## config.mk

```make
export PLATFORM = sky130hd
export DESIGN_NAME = inst_fetch_resp
export DESIGN_NICKNAME = d
export VERILOG_FILES = /design/src/rtl/inst_fetch_resp_pkg.sv /design/src/rtl/fetch_rsp_fifo.sv /design/src/rtl/inst_fetch_resp.sv
export SDC_FILE = /design/constraint.sdc
export NUM_CORES = 1
export LEC_CHECK = 0
export CAP_MARGIN = 20
export CORE_MARGIN = 5
export CORE_UTILIZATION = 46
export CTS_BUF_LIST = sky130_fd_sc_hd__clkbuf_16
export DETAILED_ROUTE_END_ITERATION = 8
export PLACE_DENSITY = 0.73
export SYNTH_ARGS = -nofsm -noshare
export SYNTH_HDL_FRONTEND = slang
export SYNTH_HIERARCHICAL = 1
export SYNTH_SLANG_ARGS = --single-unit
```

## constraint.sdc

```tcl
create_clock -name clk -period 2.4 [get_ports clk]
set_input_delay 0.48 -clock clk [delete_from_list [all_inputs] [get_ports clk]]
set_output_delay 0.48 -clock clk [all_outputs]
set_load 0.1 [all_outputs]
```

## src/rtl/inst_fetch_resp_pkg.sv

```systemverilog
// Shared types and constants for the instruction-fetch responder.
// The response record travels through the buffer as one packed word.
package inst_fetch_resp_pkg;

    localparam int InstAddrBus = 32;
    localparam int InstBus     = 32;

    localparam logic [InstBus-1:0] ZeroWord = '0;
    localparam logic [InstBus-1:0] NOP_INST = 32'h0;
    localparam logic               RstEnable = 1'b1;

    typedef struct packed {
        logic [InstAddrBus-1:0] pc;
        logic [InstBus-1:0]     inst;
        logic                   exc;
    } fetch_rsp_t;

    // Size of the ROM in bytes, widened so a 2^30-word ROM does not overflow.
    function automatic logic [32:0] rom_bytes(input int aw);
        return 33'd1 << (aw + 2);
    endfunction

endpackage

```

## src/rtl/fetch_rsp_fifo.sv

```systemverilog
// Synchronous FIFO with clear; clear wins over push and pop in the same cycle.
// Reset also zeroes the storage so the head reads as zero after reset.
module fetch_rsp_fifo #(
    parameter int DEPTH = 2,
    parameter int W     = 65,
    localparam int PW   = (DEPTH > 1) ? $clog2(DEPTH) : 1,
    localparam int CW   = $clog2(DEPTH + 1)
) (
    input  logic          clk,
    input  logic          rst,
    input  logic          clear,
    input  logic          push,
    input  logic [W-1:0]  wdata,
    input  logic          pop,
    output logic [W-1:0]  rdata,
    output logic [CW-1:0] count,
    output logic          full,
    output logic          empty
);

    logic [W-1:0]  mem_q [DEPTH];
    logic [W-1:0]  mem_d [DEPTH];
    logic [PW-1:0] wr_ptr_q, wr_ptr_d;
    logic [PW-1:0] rd_ptr_q, rd_ptr_d;
    logic [CW-1:0] count_q, count_d;
    logic          do_push, do_pop;

    function automatic logic [PW-1:0] ptr_inc(input logic [PW-1:0] p);
        return (p == PW'(DEPTH - 1)) ? '0 : p + PW'(1);
    endfunction

    assign empty = (count_q == '0);
    assign full  = (count_q == CW'(DEPTH));
    assign count = count_q;
    assign rdata = mem_q[rd_ptr_q];

    always_comb begin
        mem_d    = mem_q;
        wr_ptr_d = wr_ptr_q;
        rd_ptr_d = rd_ptr_q;
        count_d  = count_q;
        do_pop   = pop && !empty;
        // A push into a full FIFO is only legal when the head leaves in the same cycle.
        do_push  = push && (!full || do_pop);
        if (clear) begin
            wr_ptr_d = '0;
            rd_ptr_d = '0;
            count_d  = '0;
        end else begin
            if (do_push) begin
                mem_d[wr_ptr_q] = wdata;
                wr_ptr_d        = ptr_inc(wr_ptr_q);
            end
            if (do_pop) begin
                rd_ptr_d = ptr_inc(rd_ptr_q);
            end
            count_d = count_q + CW'(do_push) - CW'(do_pop);
        end
    end

    always_ff @(posedge clk) begin
        if (rst) begin
            mem_q    <= '{default: '0};
            wr_ptr_q <= '0;
            rd_ptr_q <= '0;
            count_q  <= '0;
        end else begin
            mem_q    <= mem_d;
            wr_ptr_q <= wr_ptr_d;
            rd_ptr_q <= rd_ptr_d;
            count_q  <= count_d;
        end
    end

endmodule

```

## src/rtl/inst_fetch_resp.sv

```systemverilog
// Fetch responder: registers the request (S1), reads the 1-cycle ROM, and buffers
// {pc, inst, exc} for an in-order valid/ready consumer. Flush drops everything in flight.
module inst_fetch_resp
    import inst_fetch_resp_pkg::*;
#(
    parameter int          ROM_AW     = 10,
    parameter logic [31:0] ROM_BASE   = 32'h0000_0000,
    parameter int          FIFO_DEPTH = 2
) (
    input  logic              clk,
    input  logic              rst,
    input  logic              req_valid,
    input  logic [31:0]       req_pc,
    output logic              req_ready,
    input  logic              flush,
    output logic              rom_ce,
    output logic [ROM_AW-1:0] rom_addr,
    input  logic [31:0]       rom_rdata,
    output logic              rsp_valid,
    output logic [31:0]       rsp_pc,
    output logic [31:0]       rsp_inst,
    output logic              rsp_exc,
    input  logic              rsp_ready
);

    localparam int CW = $clog2(FIFO_DEPTH + 1);

    logic          s1_valid_q, s1_valid_d;
    logic [31:0]   s1_pc_q, s1_pc_d;
    logic          s1_exc_q, s1_exc_d;
    logic [31:0]   rel_pc;
    logic          req_exc;
    logic          accept;
    logic          rsp_pop;
    logic          fifo_full;
    logic          fifo_empty;
    logic [CW-1:0] fifo_count;
    fetch_rsp_t    push_data;
    fetch_rsp_t    head;

    assign rsp_valid = !fifo_empty;
    assign rsp_pc    = head.pc;
    assign rsp_inst  = head.inst;
    assign rsp_exc   = head.exc;

    always_comb begin
        rel_pc  = req_pc - ROM_BASE;
        req_exc = (req_pc[1:0] != 2'b00) || ({1'b0, rel_pc} >= rom_bytes(ROM_AW));
        rsp_pop = rsp_valid && rsp_ready;
        // Credit counts the fetch in S1; a pop this cycle frees a slot for it.
        req_ready = (rst != RstEnable) && !flush &&
                    ((int'(fifo_count) + int'(s1_valid_q) < FIFO_DEPTH) || rsp_pop);
        accept   = req_valid && req_ready;
        rom_ce   = accept && !req_exc;
        rom_addr = rom_ce ? rel_pc[ROM_AW+1:2] : '0;

        s1_valid_d = accept;
        s1_pc_d    = accept ? req_pc  : s1_pc_q;
        s1_exc_d   = accept ? req_exc : s1_exc_q;

        push_data.pc   = s1_pc_q;
        push_data.inst = s1_exc_q ? NOP_INST : rom_rdata;
        push_data.exc  = s1_exc_q;
    end

    always_ff @(posedge clk) begin
        if (rst == RstEnable) begin
            s1_valid_q <= 1'b0;
            s1_pc_q    <= ZeroWord;
            s1_exc_q   <= 1'b0;
        end else begin
            s1_valid_q <= s1_valid_d;
            s1_pc_q    <= s1_pc_d;
            s1_exc_q   <= s1_exc_d;
        end
    end

    fetch_rsp_fifo #(
        .DEPTH (FIFO_DEPTH),
        .W     ($bits(fetch_rsp_t))
    ) u_fifo (
        .clk   (clk),
        .rst   (rst),
        .clear (flush),
        .push  (s1_valid_q),
        .wdata (push_data),
        .pop   (rsp_pop),
        .rdata (head),
        .count (fifo_count),
        .full  (fifo_full),
        .empty (fifo_empty)
    );

    push_no_overflow: assert property (@(posedge clk) disable iff (rst)
        !(s1_valid_q && fifo_full && !rsp_pop && !flush));

endmodule

```

==> results of run 1 <==
## state kept, by name, indices dropped and copies added (netlist names)
signal	count
u_fifo/count	2
s1_exc_q	1
u_fifo/rd_ptr_q	1
u_fifo/wr_ptr_q	1
s1_pc_q	32
s1_valid_q	1
u_fifo/mem_q	130
## worst register-to-register path, delay by kind of cell (launching register included)
family / cells / cell delay (ps)
compound gates: 1 / 80
xor+xnor: 1 / 120
fa+ha+maj: 1 / 180
buf+inv: 1 / 170
flops: 1 / 400
simple gates: 6 / 920
## per-layer routing
layer,global-route usage [%],vias up
li1,-,2920
met1,23.16,2715
met2,30.83,110
met3,4.940,17
met4,4.902,0
met5,0,-
## report_power, final
group	switching, W	leakage [nW]	internal, W
clock	0.00116	0.281	0.00154
sequential	0.0000171	1.36	0.00282
combinational	0.000304	2.83	0.000272
## final cells by class
class / instances / area [um^2] / share of cell area [%]
clock inverters: 15 / 148.9 / 1.334
multi-input cells: 568 / 4458 / 39.95
repair buffers: 174 / 2462 / 22.07
flip-flops and latches: 168 / 3368 / 30.19
inverters: 3 / 13.76 / 0.1233
well taps: 225 / 281.5 / 2.523
clock buffers: 17 / 425.4 / 3.813
## repair_timing
item	CTS	global route
setup buffers	1	1
setup endpoints to repair	11	11
gates resized for setup	92	2
pin swaps	10	2
cloned	1	0
## how the worst max path moves through the flow
stage,depth (start not counted),start,endpoint,slack [ps]
floorplan,4,req_pc[16],rom_addr[1],3
global placement,7,req_pc[12],rom_addr[3],-460
detailed placement,7,req_pc[12],rom_addr[5],-450
CTS,7,req_pc[15],rom_addr[0],-80
global route,6,req_pc[17],rom_addr[6],-180
finish,6,req_pc[18],rom_addr[2],-110
## stage by stage
stage | instances | setup TNS (ps) | worst slack (ps)
5_1_grt | 1170 | -1828 | -181.1
6_report | 1170 | -1130 | -113.9
2_1_floorplan | 797 | 0 | 3.301
4_1_cts | 1169 | -770.4 | -79.14
3_5_place_dp | 1135 | -4795 | -445.8
3_3_place_gp | 1135 | -4849 | -458.6
## placed cells by master (no fill, tap or decap), types with 3 or more instances in the layout
| master | count |
|---|---|
| clkdlybuf4s50_1 | 47 |
| nor2_1 | 5 |
| or2b_2 | 60 |
| and3_2 | 7 |
| buf_2 | 11 |
| o21ai_0 | 4 |
| and3_4 | 3 |
| buf_6 | 6 |
| clkbuf_16 | 17 |
| or3_2 | 3 |
| nand2_1 | 65 |
| inv_1 | 3 |
| nor4_4 | 5 |
| buf_4 | 23 |
| a21oi_1 | 33 |
| inv_6 | 5 |
| mux2i_1 | 130 |
| clkinvlp_4 | 3 |
| nor2b_1 | 33 |
| buf_12 | 83 |
| dfxtp_1 | 166 |
| mux2_2 | 65 |
| nand2b_1 | 135 |
==> results.sh, run 1 <==
export IMPL_status="finished with violations"
export IMPL_violations="negative setup slack"
export IMPL_dieArea_um2=20280
export IMPL_track_usage_pct=18.27
export IMPL_holdPathStages=3
export IMPL_crit_arrival_ps=2030
export IMPL_grt_ovfl_total=0
export IMPL_clk_pin_slew_ps=70
export IMPL_routed_via_count=5762
export IMPL_area_growth_pct=38.35
export IMPL_cts_tree="yes"
export IMPL_worstMarginPinSlew_ps=787.6
export IMPL_wl_met2_mm=8.690
export IMPL_dr_wl_met3_um=902
export IMPL_drtPass1Iterations=4
export IMPL_critPathMaxStageDelay_ps=530
export IMPL_worst_setup_path_type="primary input to output pin"
export IMPL_via_per_inst=4.925
export IMPL_fin_skew_ps=6.172
export IMPL_regToRegStartpoint="u_fifo/count[1]"
export IMPL_nFillCells=1345
export IMPL_dp_hpwl_mm=11.75
export IMPL_worstPathCellList="buf_6 -> or4_4 -> nor4_4 -> buf_4 -> and3_4 -> buf_12"
export IMPL_min_to="s1_pc_q[16]"
export IMPL_hold_ws_ps=308.4
export IMPL_placement_cell_area_um2=10540
export IMPL_antenna_found_initial=0
export IMPL_cp_required_ps=1920
export IMPL_maxSlewHeadroom_pct=47.49
export IMPL_core_rowCount=48
export IMPL_root_buffer="clkbuf_16"
export IMPL_cts_buffers=17
export IMPL_cts_max_path_buffers=2
export IMPL_cts_sink_count=168
export IMPL_synth_fp_nets=867
export IMPL_syn_avg_cell_area_um2=10.12
export IMPL_syn_cell_area_um2=8065
export IMPL_gp_congestion=0.7396
export IMPL_port_buffer_count=146
export IMPL_report_final_slew_viol_count=0
export IMPL_diodes=0
export IMPL_ir_drop_mv=0.6580
export IMPL_wl_per_cell_um=15.61
export IMPL_fin_area_um2=11160
export IMPL_worst_slack_ps=-113.9
export IMPL_coreArea_um2=17240
export IMPL_maxCapViolations=0
export IMPL_power_w=0.006115
export IMPL_r2r_setup_slack_ps=440
export IMPL_yosysWarnings=6
export IMPL_finalHoldViolations=0
export IMPL_io_pins=147
export IMPL_start_util_pct=46.79
export IMPL_met1_length_mm=8.428
export IMPL_min_path_type="primary input to flop"
export IMPL_syn_inst=797
export IMPL_path_buf_inv=3
export IMPL_power_density_nw_per_um2=548.0
export IMPL_cts_htree_levels=4
export IMPL_drtAntennaViolNets=0
export IMPL_fmax_mhz=397.8
export IMPL_setup_violations=11
export IMPL_wl_mm=18.26
export IMPL_clk_latency_ps=420
export IMPL_drt_iter0_drc=235
export IMPL_worstSetupStartpointType="primary input"
export IMPL_p_leak_nw=4.466
export IMPL_final_nets=1002
export IMPL_grt_max_degree=231
export IMPL_grt_pass1_wl_mm=30.15
export IMPL_r2r_cells=10
export IMPL_end_kind="output pin"
export IMPL_r2r_end="u_fifo/count[1]"
export IMPL_cts_hold_buf=0
export IMPL_timing_final_crit_share_pct=104.7
export IMPL_finish_utilization_pct=64.74
export IMPL_die_width_um=142.4
export IMPL_first_global_vias=6030
export IMPL_top_layer="met4"
export IMPL_drc=0
export IMPL_die_y_um=142.4
export IMPL_crit_fanout=5
export IMPL_cpLargestDelayFamily="simple AND/OR/NAND/NOR gates"
export IMPL_worst_path_max_delay_cell="or4_4"
export IMPL_period_minus_slack_ps=2514
export IMPL_rsz0062_at_grt="true"
export IMPL_drive_above_1_share_pct=32.70
export IMPL_hold_start="req_pc[16]"
Power figures use the tool's default switching activity.
==> inputs of run 2 (changes only) <==
--- a/config.mk
+++ b/config.mk
@@ -6,7 +6,7 @@
 export NUM_CORES = 1
 export LEC_CHECK = 0
 export CAP_MARGIN = 20
-export CORE_MARGIN = 5
+export CORE_MARGIN = 2
 export CORE_UTILIZATION = 46
 export CTS_BUF_LIST = sky130_fd_sc_hd__clkbuf_16
 export DETAILED_ROUTE_END_ITERATION = 8
==> run 2 against run 1 <==
Effect of this change:
- the run still ends with negative setup slack left
- total power decreased by 3.0%
- setup slack got worse by 15 ps
- via count about the same
- register-to-register slack is essentially flat
- worst hold slack worse by 9.9 ps
- utilization is essentially flat
- final cell count grew 0.34%
- first-iteration DRC count is 0.43% higher
- critical path depth unchanged
==> results.sh, run 2 (synthesis results as in run 1) <==
export IMPL_clk_pin_slew_ps=70
export IMPL_antenna_found_initial=0
export IMPL_violations="negative setup slack"
export IMPL_maxSlewHeadroom_pct=45.27
export IMPL_ir_drop_mv=0.4261
export IMPL_die_width_um=136.4
export IMPL_crit_fanout=6
export IMPL_maxCapViolations=0
export IMPL_nFillCells=1359
export IMPL_drive_above_1_share_pct=32.46
export IMPL_first_global_vias=5732
export IMPL_fmax_mhz=395.4
export IMPL_cp_required_ps=1920
export IMPL_die_y_um=136.4
export IMPL_placedCellCount=1139
export IMPL_port_buffer_count=146
export IMPL_crit_arrival_ps=2050
export IMPL_cpLargestDelayFamily="simple AND/OR/NAND/NOR gates"
export IMPL_cts_buffers=17
export IMPL_placement_cell_area_um2=10580
export IMPL_end_kind="output pin"
export IMPL_worstPathCellList="buf_6 -> or4_4 -> nor4_4 -> buf_4 -> and3_4 -> buf_12"
export IMPL_setup_violations=11
export IMPL_drc=0
export IMPL_diodes=0
export IMPL_track_usage_pct=19.15
export IMPL_gp_congestion=0.7342
export IMPL_path_buf_inv=3
export IMPL_final_common_cell="dfxtp_1"
export IMPL_p_leak_nw=4.464
export IMPL_core_rowCount=48
export IMPL_critPathMaxStageDelay_ps=530
export IMPL_cts_max_path_buffers=2
export IMPL_stdcell_count=1174
export IMPL_top_register="u_fifo/mem_q"
export IMPL_final_nets=1006
export IMPL_worst_setup_path_type="primary input to output pin"
export IMPL_worstSetupStartpointType="primary input"
export IMPL_grt_pass1_wl_mm=28.28
export IMPL_layout_common_cells="165 x dfxtp_1, 135 x nand2b_1, 130 x mux2i_1, 84 x buf_12"
export IMPL_fin_area_um2=11150
export IMPL_area_growth_pct=38.26
export IMPL_grt_ovfl_total=0
export IMPL_drt_iter0_drc=236
export IMPL_period_minus_slack_ps=2529
export IMPL_dieArea_um2=18610
export IMPL_dp_hpwl_mm=11.47
export IMPL_place_ws_ps=-389.0
export IMPL_worst_path_max_delay_cell="or4_4"
export IMPL_power_density_nw_per_um2=531.7
export IMPL_report_final_slew_viol_count=0
export IMPL_grt_max_degree=231
export IMPL_finalHoldViolations=0
export IMPL_worst_slack_ps=-129.3
export IMPL_status="finished with violations"
export IMPL_fin_skew_ps=9.099
export IMPL_cts_htree_levels=4
export IMPL_io_pins=147
export IMPL_fin_tns_setup_ps=-1289
export IMPL_hold_ws_ps=298.5
export IMPL_coreArea_um2=17240
export IMPL_drtPass1Iterations=4
export IMPL_cts_sink_count=168
export IMPL_worstMarginPinSlew_ps=821.0
export IMPL_start_util_pct=46.79
export IMPL_clk_latency_ps=420
export IMPL_largest_reg_flops=130
export IMPL_routed_via_count=5758
export IMPL_min_path_type="primary input to flop"
export IMPL_wl_mm=17.43
export IMPL_cts_tree="yes"
export IMPL_rsz0062_at_grt="true"
export IMPL_drtAntennaViolNets=0
export IMPL_root_buffer="clkbuf_16"
export IMPL_wl_per_cell_um=14.85
export IMPL_via_per_inst=4.905
export IMPL_timing_final_crit_share_pct=105.4
## run 2: changes by cell type in the layout (fill, tap and decap cells not counted), moves of 2 or more
cell | before | now
nor4_4 | 5 | 3
clkinv_4 | 0 | 2
buf_4 | 23 | 26
inv_6 | 5 | 1
clkdlybuf4s15_1 | 1 | 4
buf_6 | 6 | 4
dfxtp_2 | 1 | 3
## run 2: per-stage QoR
stage          total power [W]  utilization, %
4_1_cts               0.006000           64.63
3_5_place_dp          0.003484           61.39
5_1_grt               0.006154           64.69
3_3_place_gp          0.003481           61.39
2_1_floorplan         0.003236               -
6_report              0.005929           64.69
## run 2: layout make-up
cell class	count	area [um^2]	area share (%)
clock buffer	17	425.4	3.815
clock inverter	15	115.1	1.032
inverter	3	13.76	0.1234
multi-input combinational	568	4434	39.77
sequential	168	3367	30.20
tap	225	281.5	2.525
timing repair buffer	178	2514	22.54
## run 2: layer usage
metal / global-route usage (%) / part of all wire (%)
met1: 25.35 / 48
met2: 31.18 / 46
met3: 4.773 / 4.7
met4: 5.035 / 0.89
met5: 0 / 0
## run 2: worst paths after layout
| check | slack [ps] | cells after the start | endpoint | from |
|---|---|---|---|---|
| max reg2reg | 450 | 10 | u_fifo/count[1] | u_fifo/count[0] |
| min reg2reg | 450 | 2 | s1_pc_q[8] | s1_pc_q[8] |
| min | 300 | 3 | s1_pc_q[18] | req_pc[18] |
| max | -130 | 6 | rom_addr[5] | req_pc[19] |
## run 2: tightest hold or removal path: cells and delay by family
kind / cells / cell delay (ps)
buffers and inverters: 1 / 90
and+or+nand+nor: 1 / 50
AOI/OAI and AO/OA: 1 / 50
## run 2: power breakdown
group          total, W  switching, W  internal (W)
clock network   0.00251       0.00110       0.00141
logic          0.000579      0.000302      0.000278
registers       0.00284     0.0000169       0.00282
## run 2: timing repair
| action | 4_1_cts | 5_1_grt |
|---|---|---|
| setup buffers | 2 | 0 |
| hold buffers | 0 | 0 |
| resized for setup | 84 | 6 |
| gates cloned | 1 | 0 |
| endpoints found under the setup margin | 11 | 11 |
| pin swaps | 9 | 2 |
==> inputs of run 3 (changes only) <==
--- a/config.mk
+++ b/config.mk
@@ -6,9 +6,9 @@
 export NUM_CORES = 1
 export LEC_CHECK = 0
 export CAP_MARGIN = 20
-export CORE_MARGIN = 2
 export CORE_UTILIZATION = 46
 export CTS_BUF_LIST = sky130_fd_sc_hd__clkbuf_16
+export CTS_CLUSTER_DIAMETER = 200
 export DETAILED_ROUTE_END_ITERATION = 8
 export PLACE_DENSITY = 0.73
 export SYNTH_ARGS = -nofsm -noshare
==> run 3 against run 2 <==
Effect of this change:
- the run still ends with negative setup slack left
- worst hold slack got worse by 1.4 ps
- via count fell by 0.49%
- total power is 0.13% higher
- final area about the same
- setup slack improved by 19 ps
- clock power about the same
- combinational power barely moved
- first-iteration DRC count fell by 15%
- die area decreased by 2.9%
- final cell count hardly changed
- count of clock-buffer cells in the layout is the same
- fmax up 0.77%
==> results.sh, run 3 (synthesis results as in run 1) <==
export IMPL_clockPowerShare_pct=42.5
export IMPL_die_y_um=134.4
export IMPL_clk_latency_ps=420
export IMPL_track_usage_pct=19.86
export IMPL_fmax_mhz=398.4
export IMPL_clk_pin_slew_ps=70
export IMPL_antenna_found_initial=0
export IMPL_routed_via_count=5730
export IMPL_area_growth_pct=38.18
export IMPL_power_frac_seq_pct=47.8
export IMPL_worst_slack_ps=-109.9
export IMPL_worstMarginPinSlew_ps=746.5
export IMPL_fin_skew_ps=9.840
export IMPL_maxSlewHeadroom_pct=50.24
export IMPL_via_per_inst=4.885
export IMPL_critPathMaxStageDelay_ps=540
export IMPL_cts_tree="yes"
export IMPL_dieArea_um2=18070
export IMPL_wl_per_cell_um=14.76
export IMPL_die_width_um=134.4
export IMPL_coreArea_um2=17240
export IMPL_grt_ovfl_total=0
export IMPL_worst_path_max_delay_cell="or4_4"
export IMPL_start_util_pct=46.79
export IMPL_p_sw_share_pct=24.13
export IMPL_violations="negative setup slack"
export IMPL_rsz0062_at_grt="true"
export IMPL_report_final_slew_viol_count=0
export IMPL_drc=0
export IMPL_drt_iter0_drc=201
export IMPL_first_global_vias=5726
export IMPL_gp_congestion=0.7139
export IMPL_crit_fanout=6
export IMPL_top_register="u_fifo/mem_q"
export IMPL_power_density_nw_per_um2=532.7
export IMPL_largest_reg_flops=130
export IMPL_grt_max_degree=231
export IMPL_timing_final_crit_share_pct=104.6
export IMPL_pwr_share_comb_pct=9.7
export IMPL_final_common_cell="dfxtp_1"
export IMPL_worstPathCellList="buf_6 -> or4_4 -> nor4_4 -> buf_4 -> and3_4 -> buf_12"
export IMPL_setup_violations=11
export IMPL_io_pins=147
export IMPL_p_leak_nw=4.455
export IMPL_worstSetupStartpointType="primary input"
export IMPL_cts_sink_count=168
export IMPL_core_rowCount=48
export IMPL_place_ws_ps=-366.7
export IMPL_maxCapViolations=0
export IMPL_p_int_w=0.004504
export IMPL_finalHoldViolations=0
export IMPL_root_buffer="clkbuf_16"
export IMPL_min_path_type="primary input to flop"
export IMPL_cp_required_ps=1920
export IMPL_port_buffer_count=146
export IMPL_cts_buffers=17
export IMPL_drtPass1Iterations=6
export IMPL_cts_max_path_buffers=2
export IMPL_p_sw_w=0.001432
export IMPL_crit_arrival_ps=2030
export IMPL_end_kind="output pin"
export IMPL_period_minus_slack_ps=2510
export IMPL_diodes=0
export IMPL_drive_above_1_share_pct=32.49
export IMPL_status="finished with violations"
export IMPL_hold_ws_ps=297.1
export IMPL_cts_htree_levels=4
export IMPL_final_nets=1005
export IMPL_dp_hpwl_mm=11.21
export IMPL_wl_mm=17.32
export IMPL_layout_common_cells="165 x dfxtp_1, 135 x nand2b_1, 130 x mux2i_1, 83 x buf_12"
export IMPL_ir_drop_mv=0.4811
export IMPL_grt_pass1_wl_mm=28.36
export IMPL_cts_hold_buf=0
export IMPL_drtAntennaViolNets=0
export IMPL_worst_setup_path_type="primary input to output pin"
run 3: cell types whose count changed in the layout (fill, tap and decap cells not counted), sizes merged:
cell	delta
buf	-4
clkbuf	+3
dlygate4sd2	+2
clkdlybuf4s15	-2
run 3: stage by stage:
stage	instance area (um^2)	instances	utilization (%)	total power [W]	setup TNS, ps
floorplan	8075	797	-	0.003236	0
global placement	10570	1139	61.33	0.003477	-3766
finish	11140	1173	64.66	0.005937	-1032
detailed placement	10570	1139	61.33	0.003480	-4000
global route	11140	1173	64.66	0.006160	-1753
CTS	11120	1173	64.54	0.005983	-1171
run 3: layout make-up:
class	instances	area, um^2
inverters	3	13.76
clock inverters	15	112.6
multi-input cells	568	4444
repair buffers	177	2497
clock buffers	17	425.4
fillers	1362	6092
flip-flops and latches	168	3369
well taps	225	281.5
run 3: power by group through the flow:
stage | logic [W] | clock network (W) | registers [W]
6_report | 0.000576 | 0.00252 | 0.00284
3_3_place_gp | 0.000579 | 0 | 0.00290
5_1_grt | 0.000615 | 0.00271 | 0.00284
4_1_cts | 0.000575 | 0.00257 | 0.00284
2_1_floorplan | 0.000339 | 0 | 0.00290
3_5_place_dp | 0.000580 | 0 | 0.00290
run 3: critical path: cells and delay by family:
kind	cells	cell delay [ps]
buf+inv	3	480
simple gates	3	1060
run 3: final timing paths:
path | startpoint | end | slack (ps) | depth (start not counted)
worst max-delay path | req_pc[17] | rom_addr[1] | -110 | 6
worst min-delay path | req_pc[16] | s1_pc_q[16] | 300 | 3
worst max register to register | u_fifo/count[0] | u_fifo/count[1] | 430 | 10
worst min register to register | s1_pc_q[2] | s1_pc_q[2] | 450 | 2
run 3: per-layer routing:
| layer | up-vias | GRT usage [%] | wire (um) |
|---|---|---|---|
| met5 | - | 0 | 0 |
| met2 | 108 | 32.73 | 8166 |
| met4 | 0 | 4.744 | 91 |
| li1 | 2933 | - | - |
| met1 | 2682 | 25.61 | 8268 |
| met3 | 7 | 5.593 | 791 |
run 3: timing repair:
item                                    4_1_cts  5_1_grt
pin swaps                                    11        5
cloned                                        1        0
resized for setup                            70       16
buffers inserted                              1        0
endpoints found under the setup margin       11       11
